## config.mk

```make
export PLATFORM = sky130hd
export DESIGN_NAME = clock_set_hms_flat
export DESIGN_NICKNAME = d
export VERILOG_FILES = /design/src/rtl/clock_set_hms_if.sv /design/src/rtl/clock_set_hms.sv /design/src/flat_wrapper.sv
export SDC_FILE = /design/constraint.sdc
export NUM_CORES = 1
export LEC_CHECK = 0
export CELL_PAD_IN_SITES_DETAIL_PLACEMENT = 0
export CELL_PAD_IN_SITES_GLOBAL_PLACEMENT = 1
export CORE_UTILIZATION = 48
export CTS_CLUSTER_DIAMETER = 120
export DETAILED_ROUTE_END_ITERATION = 8
export PLACE_DENSITY = 0.95
export SLEW_MARGIN = 20
export SYNTH_ARGS = -nofsm -noshare
export SYNTH_HDL_FRONTEND = slang
export SYNTH_SLANG_ARGS = --single-unit
```

## constraint.sdc

```tcl
create_clock -name clk -period 3.4 [get_ports clk]
set_input_delay 0.85 -clock clk [delete_from_list [all_inputs] [get_ports clk]]
set_output_delay 0.85 -clock clk [all_outputs]
set_load 0.01 [all_outputs]
```

## src/rtl/clock_set_hms_if.sv

```systemverilog
// Button inputs and time/display outputs of the time-of-day and set controller.
// Buttons are plain levels (no handshake); every output is a registered state value.
interface clock_set_hms_if;
    logic       mode_btn;
    logic       inc_btn;
    logic       dec_btn;
    logic [5:0] secs;
    logic [5:0] mins;
    logic [5:0] hours;
    logic [1:0] enable;
    logic [1:0] mode;
    logic       sec_tick;

    modport master (
        output mode_btn, inc_btn, dec_btn,
        input  secs, mins, hours, enable, mode, sec_tick
    );

    modport slave (
        input  mode_btn, inc_btn, dec_btn,
        output secs, mins, hours, enable, mode, sec_tick
    );
endinterface

```

## src/rtl/clock_set_hms.sv

```systemverilog
// 1 Hz hours/minutes/seconds counter with a button-driven set mode.
// The selected field blinks through the enable blank code.
module clock_set_hms #(
    parameter int TICKS_PER_SEC = 50000000,
    parameter int BLINK_TICKS   = 12500000
) (
    input  logic           clk,
    input  logic           reset,
    clock_set_hms_if.slave bus
);
    typedef enum logic [1:0] {
        RUN      = 2'b00,
        SET_SEC  = 2'b01,
        SET_MIN  = 2'b10,
        SET_HOUR = 2'b11
    } mode_t;

    localparam int PW = (TICKS_PER_SEC > 1) ? $clog2(TICKS_PER_SEC) : 1;
    localparam int BW = (BLINK_TICKS > 1) ? $clog2(BLINK_TICKS) : 1;
    localparam logic [PW-1:0] PRESC_LAST = PW'(TICKS_PER_SEC - 1);
    localparam logic [BW-1:0] BLINK_LAST = BW'(BLINK_TICKS - 1);

    // Button vectors are ordered {dec, inc, mode}.
    logic [2:0]    sync1, sync2, prev, pulse;
    mode_t         mode_q, mode_nx;
    logic [PW-1:0] presc, presc_nx;
    logic [BW-1:0] blink_cnt, blink_nx;
    logic          phase, phase_nx;
    logic [5:0]    secs_q, mins_q, hours_q;
    logic [1:0]    enable_q;
    logic          sec_tick_q;
    logic          mode_p, inc_p, dec_p, edit, presc_last;

    function automatic logic [5:0] step(input logic [5:0] v, input logic [5:0] last,
                                        input logic up);
        if (up) return (v == last) ? 6'd0 : v + 6'd1;
        return (v == 6'd0) ? last : v - 6'd1;
    endfunction

    always_comb begin
        mode_p     = pulse[0];
        // A lone inc or dec is an edit; any pairing with another pulse drops it.
        inc_p      = (pulse == 3'b010);
        dec_p      = (pulse == 3'b100);
        edit       = (mode_q != RUN) && (inc_p || dec_p);
        presc_last = (presc == PRESC_LAST);
        mode_nx    = mode_p ? mode_t'(mode_q + 2'd1) : mode_q;
        presc_nx   = (presc_last || (mode_p && mode_nx == RUN)) ? '0 : presc + PW'(1);
        if (mode_nx == RUN || mode_p || edit) begin
            blink_nx = '0;
            phase_nx = 1'b0;
        end else if (blink_cnt == BLINK_LAST) begin
            blink_nx = '0;
            phase_nx = ~phase;
        end else begin
            blink_nx = blink_cnt + BW'(1);
            phase_nx = phase;
        end
    end

    always_ff @(posedge clk) begin
        if (reset) begin
            sync1      <= '0;
            sync2      <= '0;
            prev       <= '0;
            pulse      <= '0;
            mode_q     <= RUN;
            presc      <= '0;
            blink_cnt  <= '0;
            phase      <= 1'b0;
            enable_q   <= 2'b00;
            sec_tick_q <= 1'b0;
            secs_q     <= '0;
            mins_q     <= '0;
            hours_q    <= '0;
        end else begin
            sync1      <= {bus.dec_btn, bus.inc_btn, bus.mode_btn};
            sync2      <= sync1;
            prev       <= sync2;
            pulse      <= sync2 & ~prev;
            mode_q     <= mode_nx;
            presc      <= presc_nx;
            blink_cnt  <= blink_nx;
            phase      <= phase_nx;
            enable_q   <= phase_nx ? mode_nx : RUN;
            sec_tick_q <= presc_last;
            if (mode_q == RUN) begin
                if (presc_last) begin
                    secs_q <= step(secs_q, 6'd59, 1'b1);
                    if (secs_q == 6'd59) begin
                        mins_q <= step(mins_q, 6'd59, 1'b1);
                        if (mins_q == 6'd59) hours_q <= step(hours_q, 6'd23, 1'b1);
                    end
                end
            end else if (edit) begin
                case (mode_q)
                    SET_SEC: secs_q  <= step(secs_q, 6'd59, inc_p);
                    SET_MIN: mins_q  <= step(mins_q, 6'd59, inc_p);
                    default: hours_q <= step(hours_q, 6'd23, inc_p);
                endcase
            end
        end
    end

    assign bus.secs     = secs_q;
    assign bus.mins     = mins_q;
    assign bus.hours    = hours_q;
    assign bus.enable   = enable_q;
    assign bus.mode     = mode_q;
    assign bus.sec_tick = sec_tick_q;
endmodule
```

## src/flat_wrapper.sv

```systemverilog
// flat-port wrapper written by rule: the top's interface ports become plain ports
module clock_set_hms_flat 
#(
    parameter int TICKS_PER_SEC = 50000000,
    parameter int BLINK_TICKS   = 12500000
)
  (clk, reset, bus_mode_btn, bus_inc_btn, bus_dec_btn, bus_secs, bus_mins, bus_hours, bus_enable, bus_mode, bus_sec_tick);
  clock_set_hms_if bus_i ();
  input  logic clk;
  input  logic reset;
  input wire logic [$bits(bus_i.mode_btn)-1:0] bus_mode_btn;
  input wire logic [$bits(bus_i.inc_btn)-1:0] bus_inc_btn;
  input wire logic [$bits(bus_i.dec_btn)-1:0] bus_dec_btn;
  output wire logic [$bits(bus_i.secs)-1:0] bus_secs;
  output wire logic [$bits(bus_i.mins)-1:0] bus_mins;
  output wire logic [$bits(bus_i.hours)-1:0] bus_hours;
  output wire logic [$bits(bus_i.enable)-1:0] bus_enable;
  output wire logic [$bits(bus_i.mode)-1:0] bus_mode;
  output wire logic [$bits(bus_i.sec_tick)-1:0] bus_sec_tick;
  assign bus_i.mode_btn = bus_mode_btn;
  assign bus_i.inc_btn = bus_inc_btn;
  assign bus_i.dec_btn = bus_dec_btn;
  assign bus_secs = bus_i.secs;
  assign bus_mins = bus_i.mins;
  assign bus_hours = bus_i.hours;
  assign bus_enable = bus_i.enable;
  assign bus_mode = bus_i.mode;
  assign bus_sec_tick = bus_i.sec_tick;
  clock_set_hms #(.TICKS_PER_SEC(TICKS_PER_SEC), .BLINK_TICKS(BLINK_TICKS)) u_core (.clk(clk), .reset(reset), .bus(bus_i));
endmodule
```

==> flow_metrics.tcl, run 1 <==
set metrics [dict create \
    num_vias 3501 \
    drive_gt1_share_pct 7.02 \
    wirelength_mm 8.28 \
    synth_seq_cells 86 \
    status "finished clean" \
    rsz0062_at_grt "no" \
    wire_per_inst_um 13.0 \
    syn_avg_cell_area_um2 8.54 \
    start_util_pct 49.5 \
    cp-end-kind "flop" \
    ys_seq_area_share_pct 39.8 \
    synthCells 506 \
    rows 34 \
    drv_slew 0 \
    cpMaxStageDelayCell "nand2_1" \
    dr.first_iter.drc_count 108 \
    synth-main-ff-cell "dfxtp_1" \
    ir_drop_v 0.000194 \
    synth.distinct_cells 62 \
    cp_cell_sequence "clkdlybuf4s50_1 > a2111oi_0 > nand2_1 > nor2_1" \
    worst_slew_pin_slew_ns 0.795 \
    grt_pass1_vias 3318 \
    fin_ws_ns 0.914 \
    cts_resized 0 \
    min_period_ns 2.49 \
    cts_buffers 9 \
    met1_usage_pct 23.2 \
    grt_use_total_pct 18.6 \
    synth_edf_count 0 \
    grt_pass1_wl_mm 14.8 \
    post-route-period-util_pct 73.1 \
    p_leak_nw 1.64 \
    worst-setup-path-type "input pin to flop" \
    postRouteAntennaNets 0 \
    nNetsFinal 541 \
    cts_hold_buf 0 \
    grt_util_met3_pct 4.70 \
    gp_congestion 0.849 \
    place_ws_ns 0.520 \
    cts.sinks 86 \
    async_reset_ff_share_pct 0 \
    power_density_nw_per_um2 378 \
    yosysWarnings 0 \
    syn-cell-area_um2 4320 \
    synthTopCellsByArea "dfxtp_1, nor2_1, xor2_1" \
    clkLatencyLatePin_ns 0.36 \
    vias_per_cell 5.51 \
    overflow 0 \
    fp.dieH_um 96.9 \
    yosysTopAreaCell "dfxtp_1" \
    grt_start_max_net_pins 34 \
    fmax_mhz 402 \
    nFillCells 779 \
    ios 28 \
    clk_pin_slew_ns 0.09 \
    portBuffers 27 \
    cts_tree "built" \
    yosys.area.top_type_share_pct 39.8 \
    worst_ep_required_time_ns 3.68 \
    htreeDepth 3 \
    path_max_fanout 23 \
    arrival_ns 2.77 \
    die-area_um2 9380 \
    gr-max-usage-layer "met2" \
    maxCapViolations 0 \
    antenna_found_initial 0 \
    cts.path.max_buffers 2 \
    final.setup.tns_ns 0 \
    drc_errors 0 \
    dp.cells 619 \
    finalClockSkew_ns 0.0126 \
    antenna_cells 0 \
    hold_viol 0 \
    gr-usage-met2_pct 31.6 \
    syn_nets 525 \
    firstDrtPassIters 5 \
    dp_hpwl_mm 5.72 \
    synthToLayoutAreaGrowth_pct 11.5 \
    relSlewSlack_pct 46.9 \
    final_cells 635 \
    hp-class "flop to flop" \
    total_power_mw 1.82 \
    setup_viol 0 \
    critPathLaunchType "input pin" \
    die_w_um 96.9 \
    crit_path_max_incr_delay_ns 0.64 \
    cts_root_buffer "clkbuf_8" \
    cts_setup_buffers 0 \
    design.core.area_um2 8720 \
]
[sequential cells by signal, indices dropped and copies added (netlist names), 2 cells and up]
| signal | cells |
|---|---|
| u_core.prev | 3 |
| u_core.bus.mins | 6 |
| u_core.sync2 | 3 |
| u_core.bus.mode | 2 |
| u_core.bus.hours | 6 |
| u_core.bus.secs | 6 |
| u_core.pulse | 3 |
| u_core.bus.enable | 2 |
| u_core.sync1 | 3 |
| u_core.blink_cnt | 24 |
| u_core.presc | 26 |
[power breakdown]
| part | leakage (nW) | switching (mW) | internal, mW |
|---|---|---|---|
| clock network | 0.102 | 0.389 | 0.350 |
| logic | 0.847 | 0.0356 | 0.0231 |
| registers | 0.695 | 0.00665 | 1.02 |
| total | 1.64 | 0.431 | 1.39 |
[kinds of logic (layout without fill, tap and decap cells)]
family	Yosys count	after routing	synth area share, %
compound gates	70	70	12.0
buf+inv	39	60	4.23
mux	2	2	0.463
flops	86	86	39.8
xor+xnor	53	53	10.7
fa+ha+maj	14	14	4.05
simple gates	242	242	28.7
[metrics by stage]
stage,hold WS (ns),area (µm²),utilization [%]
finish,0.389,4820,55.3
global route,0.398,4820,55.3
CTS,0.393,4820,55.3
detailed placement,0.379,4610,52.9
global placement,0.372,4610,52.9
floorplan,0.367,4320,-
[cell type report]
| class | count | area, µm² | share of cell area (%) |
|---|---|---|---|
| clock inverter | 7 | 80.1 | 1.66 |
| tap | 108 | 135 | 2.80 |
| timing repair buffer | 29 | 285 | 5.92 |
| sequential | 86 | 1720 | 35.7 |
| inverter | 15 | 56.3 | 1.17 |
| multi-input combinational | 381 | 2420 | 50.1 |
| clock buffer | 9 | 124 | 2.57 |
[critical path: cells and delay by family]
| family | cells | cell delay [ns] |
|---|---|---|
| AND/OR/NAND/NOR | 2 | 0.89 |
| AO/OA/AOI/OAI | 1 | 0.60 |
| buffers and inverters | 1 | 0.42 |
[path summary, 6_finish.rpt]
check	start	endpoint	slack, ns	cells past startpoint
max reg2reg	u_core.bus.mode[0]$_SDFF_PP0_	u_core.blink_cnt[3]$_SDFF_PP0_	0.95	6
max	reset	u_core.blink_cnt[3]$_SDFF_PP0_	0.91	4
min reg2reg	u_core.prev[0]$_SDFF_PP0_	u_core.pulse[0]$_SDFF_PP0_	0.39	1
min	u_core.prev[0]$_SDFF_PP0_	u_core.pulse[0]$_SDFF_PP0_	0.39	1
[cells in the mapped netlist (3+ instances only)]
master	n
xnor2_1	22
o211ai_1	3
nand4b_1	3
nor4_1	3
o22ai_1	4
a31oi_1	3
nor2_1	85
a21oi_1	13
o21ai_0	12
a211oi_1	5
a311oi_1	4
and4_1	3
nand3_1	25
nand4_1	14
nand2_1	45
ha_1	14
inv_1	15
o211a_1	3
nor3_1	14
nor2b_1	14
buf_2	11
and3_1	9
xor2_1	31
or3_1	5
clkbuf_1	8
dfxtp_1	86
[routing by layer]
layer	share of wire [%]	wire length (µm)
met2	47	3900
met4	0.72	60
met3	5.1	425
met1	47	3890
met5	0	0
[placed cells by master (no fill, tap or decap), types with 3 or more instances in the layout]
cell and count:
a211oi_1 5, a21oi_1 13, a311oi_1 4, a31oi_1 3, and3_1 9, and4_1 3
clkbuf_8 9, clkdlybuf4s50_1 27, dfxtp_1 86, ha_1 14, inv_1 15, nand2_1 45
nand3_1 25, nand4_1 14, nand4b_1 3, nor2_1 85, nor2b_1 14, nor3_1 14
nor4_1 3, o211a_1 3, o211ai_1 3, o21ai_0 12, o22ai_1 4, or3_1 5
xnor2_1 22, xor2_1 31
No activity file was read; power rests on OpenSTA's default activity.
==> inputs of run 2 (changes only) <==
--- a/config.mk
+++ b/config.mk
@@ -7,10 +7,10 @@
 export LEC_CHECK = 0
 export CELL_PAD_IN_SITES_DETAIL_PLACEMENT = 0
 export CELL_PAD_IN_SITES_GLOBAL_PLACEMENT = 1
-export CORE_UTILIZATION = 48
+export CORE_UTILIZATION = 45
 export CTS_CLUSTER_DIAMETER = 120
 export DETAILED_ROUTE_END_ITERATION = 8
-export PLACE_DENSITY = 0.95
+export PLACE_DENSITY = 0.9
 export SLEW_MARGIN = 20
 export SYNTH_ARGS = -nofsm -noshare
 export SYNTH_HDL_FRONTEND = slang
==> constraint.sdc (replaced) <==
create_clock -name clk -period 2.5 [get_ports clk]
set_input_delay 0.625 -clock clk [delete_from_list [all_inputs] [get_ports clk]]
set_output_delay 0.625 -clock clk [all_outputs]
set_load 0.01 [all_outputs]
==> run 2 against run 1 <==
Non-clock buffer count increased by 11. Sequential share of layout area decreased by 0.88 points. Via count rose by 1.4%. Clock-buffer cell count is 1 higher. Register-to-register slack worse by 0.73 ns. Hold slack got worse by 0.0016 ns. Sequential power grew 36%. Core utilization is 2.0 points lower. Die area up 6.5%. Combinational power increased by 46%. Total power increased by 36%.
==> flow_metrics.tcl, run 2 (synthesized netlist as in run 1, its figures left out) <==
set metrics [dict create \
    status "finished clean" \
    ir_drop_v 0.000302 \
    clkLatencyLatePin_ns 0.36 \
    top_register "u_core.presc" \
    hold_viol 0 \
    dr.first_iter.drc_count 104 \
    path_max_fanout 12 \
    drc_errors 0 \
    worstHoldStart "u_core.prev[0]$_SDFF_PP0_" \
    nNetsFinal 552 \
    largest_reg_flops 26 \
    cts_hold_buf 0 \
    finalClockSkew_ns 0.0105 \
    gp_congestion 0.788 \
    cts_root_buffer "clkbuf_8" \
    critPathLaunchType "flop" \
    start_util_pct 46.5 \
    worstReg2RegStart "u_core.presc[0]$_SDFF_PP0_" \
    final_common_cell "dfxtp_1" \
    fmax_mhz 438 \
    reg2reg_to "u_core.bus.secs[2]$_SDFFE_PP0P_" \
    post-route-period-util_pct 91.4 \
    fin_util_pct 53.2 \
    grt_use_total_pct 18.3 \
    r2r_slack_ns 0.22 \
    relSlewSlack_pct 50.5 \
    ios 28 \
    arrival_ns 2.54 \
    mostFrequentLayoutCells "dfxtp_1, nor2_1, nand2_1" \
    grt_start_max_net_pins 34 \
    cts_setup_buffers 0 \
    rows 35 \
    nFillCells 901 \
    worst_ep_required_time_ns 2.76 \
    dp_hpwl_mm 5.80 \
    wirelength_mm 8.51 \
    hold-path-cell-count 1 \
    clk_pin_slew_ns 0.09 \
    rr_worst_depth 7 \
    cts.sinks 86 \
    power_density_nw_per_um2 500 \
    vias_per_cell 5.32 \
    final-seq-area_um2 1720 \
    die_w_um 100 \
    min_period_ns 2.28 \
    maxCapViolations 0 \
    overflow 0 \
    design.core.area_um2 9280 \
    fp.dieH_um 100 \
    firstDrtPassIters 5 \
    num_vias 3550 \
    htreeDepth 3 \
    top_regs "u_core.presc: 26 flops, u_core.blink_cnt: 24 flops" \
    worst_slew_pin_slew_ns 0.735 \
    wire_per_inst_um 12.8 \
    cts.path.max_buffers 2 \
    cp-end-kind "flop" \
    holdPathEnd "u_core.pulse[0]$_SDFF_PP0_" \
    grt_pass1_wl_mm 15.0 \
    cts_buffers 9 \
    total_power_mw 2.47 \
    drv_slew 0 \
    worst-setup-path-type "flop to flop" \
    postRouteAntennaNets 0 \
    setup_viol 0 \
    antenna_found_initial 0 \
    cts_tree "built" \
    drive_gt1_share_pct 8.74 \
    rsz0062_at_grt "no" \
    final.setup.tns_ns 0 \
    die-area_um2 10000 \
    grt_pass1_vias 3347 \
    multiInputGateArea_um2 2420 \
    antenna_cells 0 \
    p_leak_nw 1.70 \
    hp-class "flop to flop" \
    portBuffers 27 \
    synthToLayoutAreaGrowth_pct 14.3 \
]
==> run 2: area by class of cell <==
type / instances / area share (%)
clock buffer: 10 / 2.58
multi-input combinational: 381 / 49.1
sequential: 86 / 34.9
clock inverter: 6 / 1.39
tap: 129 / 3.27
inverter: 15 / 1.14
timing repair buffer: 40 / 7.70
==> run 2: how the worst max path moves through the flow <==
| stage | start | to | cells past startpoint |
|---|---|---|---|
| floorplan | u_core.bus.mode[0]$_SDFF_PP0_ | u_core.bus.mins[2]$_SDFFE_PP0P_ | 7 |
| global placement | u_core.presc[0]$_SDFF_PP0_ | u_core.bus.secs[0]$_SDFFE_PP0P_ | 7 |
| detailed placement | reset | u_core.blink_cnt[16]$_SDFF_PP0_ | 6 |
| CTS | u_core.bus.mins[2]$_SDFFE_PP0P_ | bus_mins[2] | 1 |
| global route | u_core.presc[0]$_SDFF_PP0_ | u_core.bus.secs[2]$_SDFFE_PP0P_ | 7 |
| finish | u_core.presc[0]$_SDFF_PP0_ | u_core.bus.secs[2]$_SDFFE_PP0P_ | 7 |
==> run 2: layer usage <==
layer	routed length (µm)	global-route usage, %	part of all wire [%]	up-vias
li1	-	-	-	1802
met1	4160	23.5	49	1673
met2	3930	30.7	46	61
met3	316	3.97	3.7	14
met4	101	5.91	1.2	0
met5	0	0	0	-
==> run 2: stage by stage <==
step	cell area, µm²	hold slack (ns)	setup slack, ns	cells
after floorplan	4320	0.367	0.604	506
after global placement	4740	0.373	0.344	651
after detailed placement	4740	0.379	0.277	651
after CTS	4930	0.393	0.250	667
after global routing	4940	0.399	0.0231	667
final	4940	0.388	0.216	667
==> run 2: timing repair <==
item	CTS	global route
resized for setup	0	1
hold endpoints to repair	0	0
setup endpoints to repair	0	1
==> run 2: report_power, final <==
| part | total, mW | internal, mW | switching [mW] | leakage, nW |
|---|---|---|---|---|
| combinational | 0.0855 | 0.0354 | 0.0500 | 0.912 |
| clock | 0.993 | 0.472 | 0.522 | 0.0977 |
| sequential | 1.39 | 1.38 | 0.00842 | 0.695 |
| total | 2.47 | 1.89 | 0.580 | 1.70 |
==> run 2: critical path, stage by stage (launching register included) <==
cell,delay (ns)
dfxtp_1,0.37
ha_1,0.24
nand3_2,0.14
nor4_4,0.30
nand4_2,0.23
o21ai_2,0.53
a21oi_2,0.11
a311oi_2,0.27
==> patch, RTL diff (config.mk and constraints of run 2) <==
`TICKS_PER_SEC` is set to 50000000 in 2 places; all go to 25000000.
--- a/src/rtl/clock_set_hms.sv
+++ b/src/rtl/clock_set_hms.sv
@@ -1,7 +1,7 @@
 // 1 Hz hours/minutes/seconds counter with a button-driven set mode.
 // The selected field blinks through the enable blank code.
 module clock_set_hms #(
-    parameter int TICKS_PER_SEC = 50000000,
+    parameter int TICKS_PER_SEC = 25000000,
     parameter int BLINK_TICKS   = 12500000
 ) (
     input  logic           clk,
--- a/src/flat_wrapper.sv
+++ b/src/flat_wrapper.sv
@@ -1,7 +1,7 @@
 // flat-port wrapper written by rule: the top's interface ports become plain ports
 module clock_set_hms_flat 
 #(
-    parameter int TICKS_PER_SEC = 50000000,
+    parameter int TICKS_PER_SEC = 25000000,
     parameter int BLINK_TICKS   = 12500000
 )
   (clk, reset, bus_mode_btn, bus_inc_btn, bus_dec_btn, bus_secs, bus_mins, bus_hours, bus_enable, bus_mode, bus_sec_tick);
Behaviour: no difference found for any inputs over 10 cycles, from zero or initial values and one cycle with reset high; that may be too few to reach the edited logic, so the function may still have changed.
==> patch against run 2 <==
Global-route usage shrank 0.085 points. Routed wire length shrank 2.3%. Sequential cell count shrank 1. Largest power group unchanged. Die area shrank 2.0%. Total power shrank 5.4%. Critical endpoint is now u_core.bus.hours[5]. Critical path depth grew 1. Worst hold slack gained 1.7 ps. Synthesized area shrank 2.1%. Cell area shrank 2.7%. Setup slack lost 37 ps.
==> patch: results (changes against run 2) <==
[synthesis]
ys_top_cells_by_count = 89 x nor2_1, 85 x dfxtp_1, 43 x nand2_1  ; was 86 x dfxtp_1, 85 x nor2_1, 45 x nand2_1
synthesis.nets = 523  ; was 525
synth_seq_area_share = 0.402  ; was 0.398
ys_top_cells_by_area = dfxtp_1 40%, nor2_1 7.9%, xor2_1 6.2%, xnor2_1 5.0%, ha_1 4.1%  ; was dfxtp_1 40%, nor2_1 7.4%, xor2_1 6.3%, xnor2_1 4.5%, ha_1 4.1%
synth-xor-area-share = 0.112  ; was 0.107
synth_fa_ha_area_frac = 0.0414  ; was 0.0405
synth_mux_area_frac = 0.00473  ; was 0.00463
synth_compound_area_frac = 0.113  ; was 0.120
ys_types = 54  ; was 62
async_flop_share = 0  ; unchanged

[setup_path]
worstPathArrival_ps = 2600  ; was 2540 ps
crit_family = simple AND/OR/NAND/NOR gates  ; was compound AO/OA/AOI/OAI gates
crit_fanout = 11  ; was 12
slowest_stage = or4b_4  ; was o21ai_2
reg2reg_depth = 8  ; was 7
cpPeakStageDelay_ps = 510  ; was 530 ps

[grt]
grt_pass1_wl_um = 14600  ; was 15000 um
grt_pass1_vias = 3271  ; was 3347
grt_max_degree = 33  ; was 34
grtUsageMet1 = 0.243  ; was 0.235
use_met2 = 0.290  ; was 0.307
antenna_found_initial = 0  ; unchanged
groute.usage.overall = 0.182  ; was 0.183
use_met3 = 0.0305  ; was 0.0397

[outcome]
status = complete, no violations  ; unchanged

[power]
p_leak_nw = 1.66  ; was 1.70 nW
power.ir.vdd_worst_mv = 0.271  ; was 0.302 mV

[routing]
dr.pass1.iters = 4  ; was 5
vias = 3474  ; was 3550
drtIter0Drc = 164  ; was 104

[finish]
finalNonFillerCells = 645  ; was 667
nets = 548  ; was 552
reg.largest.list = u_core.presc (25), u_core.blink_cnt (24)  ; was u_core.presc (26), u_core.blink_cnt (24)
nFillCells = 862  ; was 901
antennaDiodeCount = 0  ; unchanged

[place]
dp_hpwl_um = 5730  ; was 5800 um
dpl.cell_count = 629  ; was 651
routabilityCongestion = 0.796  ; was 0.788

[timing]
fin_skew_ps = 11.1  ; was 10.5 ps
slew_headroom = 0.603  ; was 0.505

==> patch: cell count changes after synthesis, sizes merged, moves of 4 or more <==
cell / delta
a311oi: +5
clkbuf: +15
and2: +4
nor3: -7
nor2: +4
buf: -10
==> patch: routing by layer <==
metal	vias up	wire, um
li1	1780	-
met1	1619	4220
met2	62	3690
met3	13	274
met4	0	120
met5	-	0
==> patch: logic make-up after synthesis <==
group	after synthesis
compound gates	64
xor+xnor	54
fa+ha+maj	14
buf+inv	45
flops	85
mux	2
simple gates	240
==> patch: layout make-up <==
type	count	area (sq um)	share of cell area
repair buffers	43	390	0.0812
flip-flops and latches	85	1700	0.354
inverters	16	60.1	0.0125
well taps	111	139	0.0289
clock buffers	10	128	0.0265
clock inverters	6	43.8	0.00911
multi-input cells	374	2350	0.488
==> patch: final timing paths <==
| path | startpoint | endpoint | slack [ps] |
|---|---|---|---|
| hold / removal | u_core.prev[1] | u_core.pulse[1] | 390 |
| hold reg to reg | u_core.prev[1] | u_core.pulse[1] | 390 |
| setup reg to reg | u_core.bus.secs[1] | u_core.bus.hours[5] | 180 |
| setup / recovery | u_core.bus.secs[1] | u_core.bus.hours[5] | 180 |
==> patch: worst reg2reg max path, stage by stage, from the launching register on <==
cell and delay [ps]:
dfxtp_1 470, ha_1 310, nand2b_1 100, nor4_1 190
or4b_4 510, a21oi_2 140, buf_4 200, a21oi_2 80
a311oi_2 240
==> patch: per-stage QoR <==
| stage | worst slack, ps | area, sq um |
|---|---|---|
| floorplan | 351 | 4230 |
| global placement | 210 | 4640 |
| detailed placement | 178 | 4640 |
| CTS | 149 | 4810 |
| global route | 31.8 | 4810 |
| finish | 179 | 4810 |
==> patch: power breakdown <==
group / internal, W / switching, W / leakage, nW
clock network: 0.000368 / 0.000512 / 0.0875
registers: 0.00137 / 0.00000911 / 0.687
logic: 0.0000333 / 0.0000488 / 0.883
total: 0.00177 / 0.000570 / 1.66
==> patch: what timing repair did <==
action,in CTS,in global routing
gates resized for setup,0,1
setup buffers,0,0
setup endpoints to repair,0,1
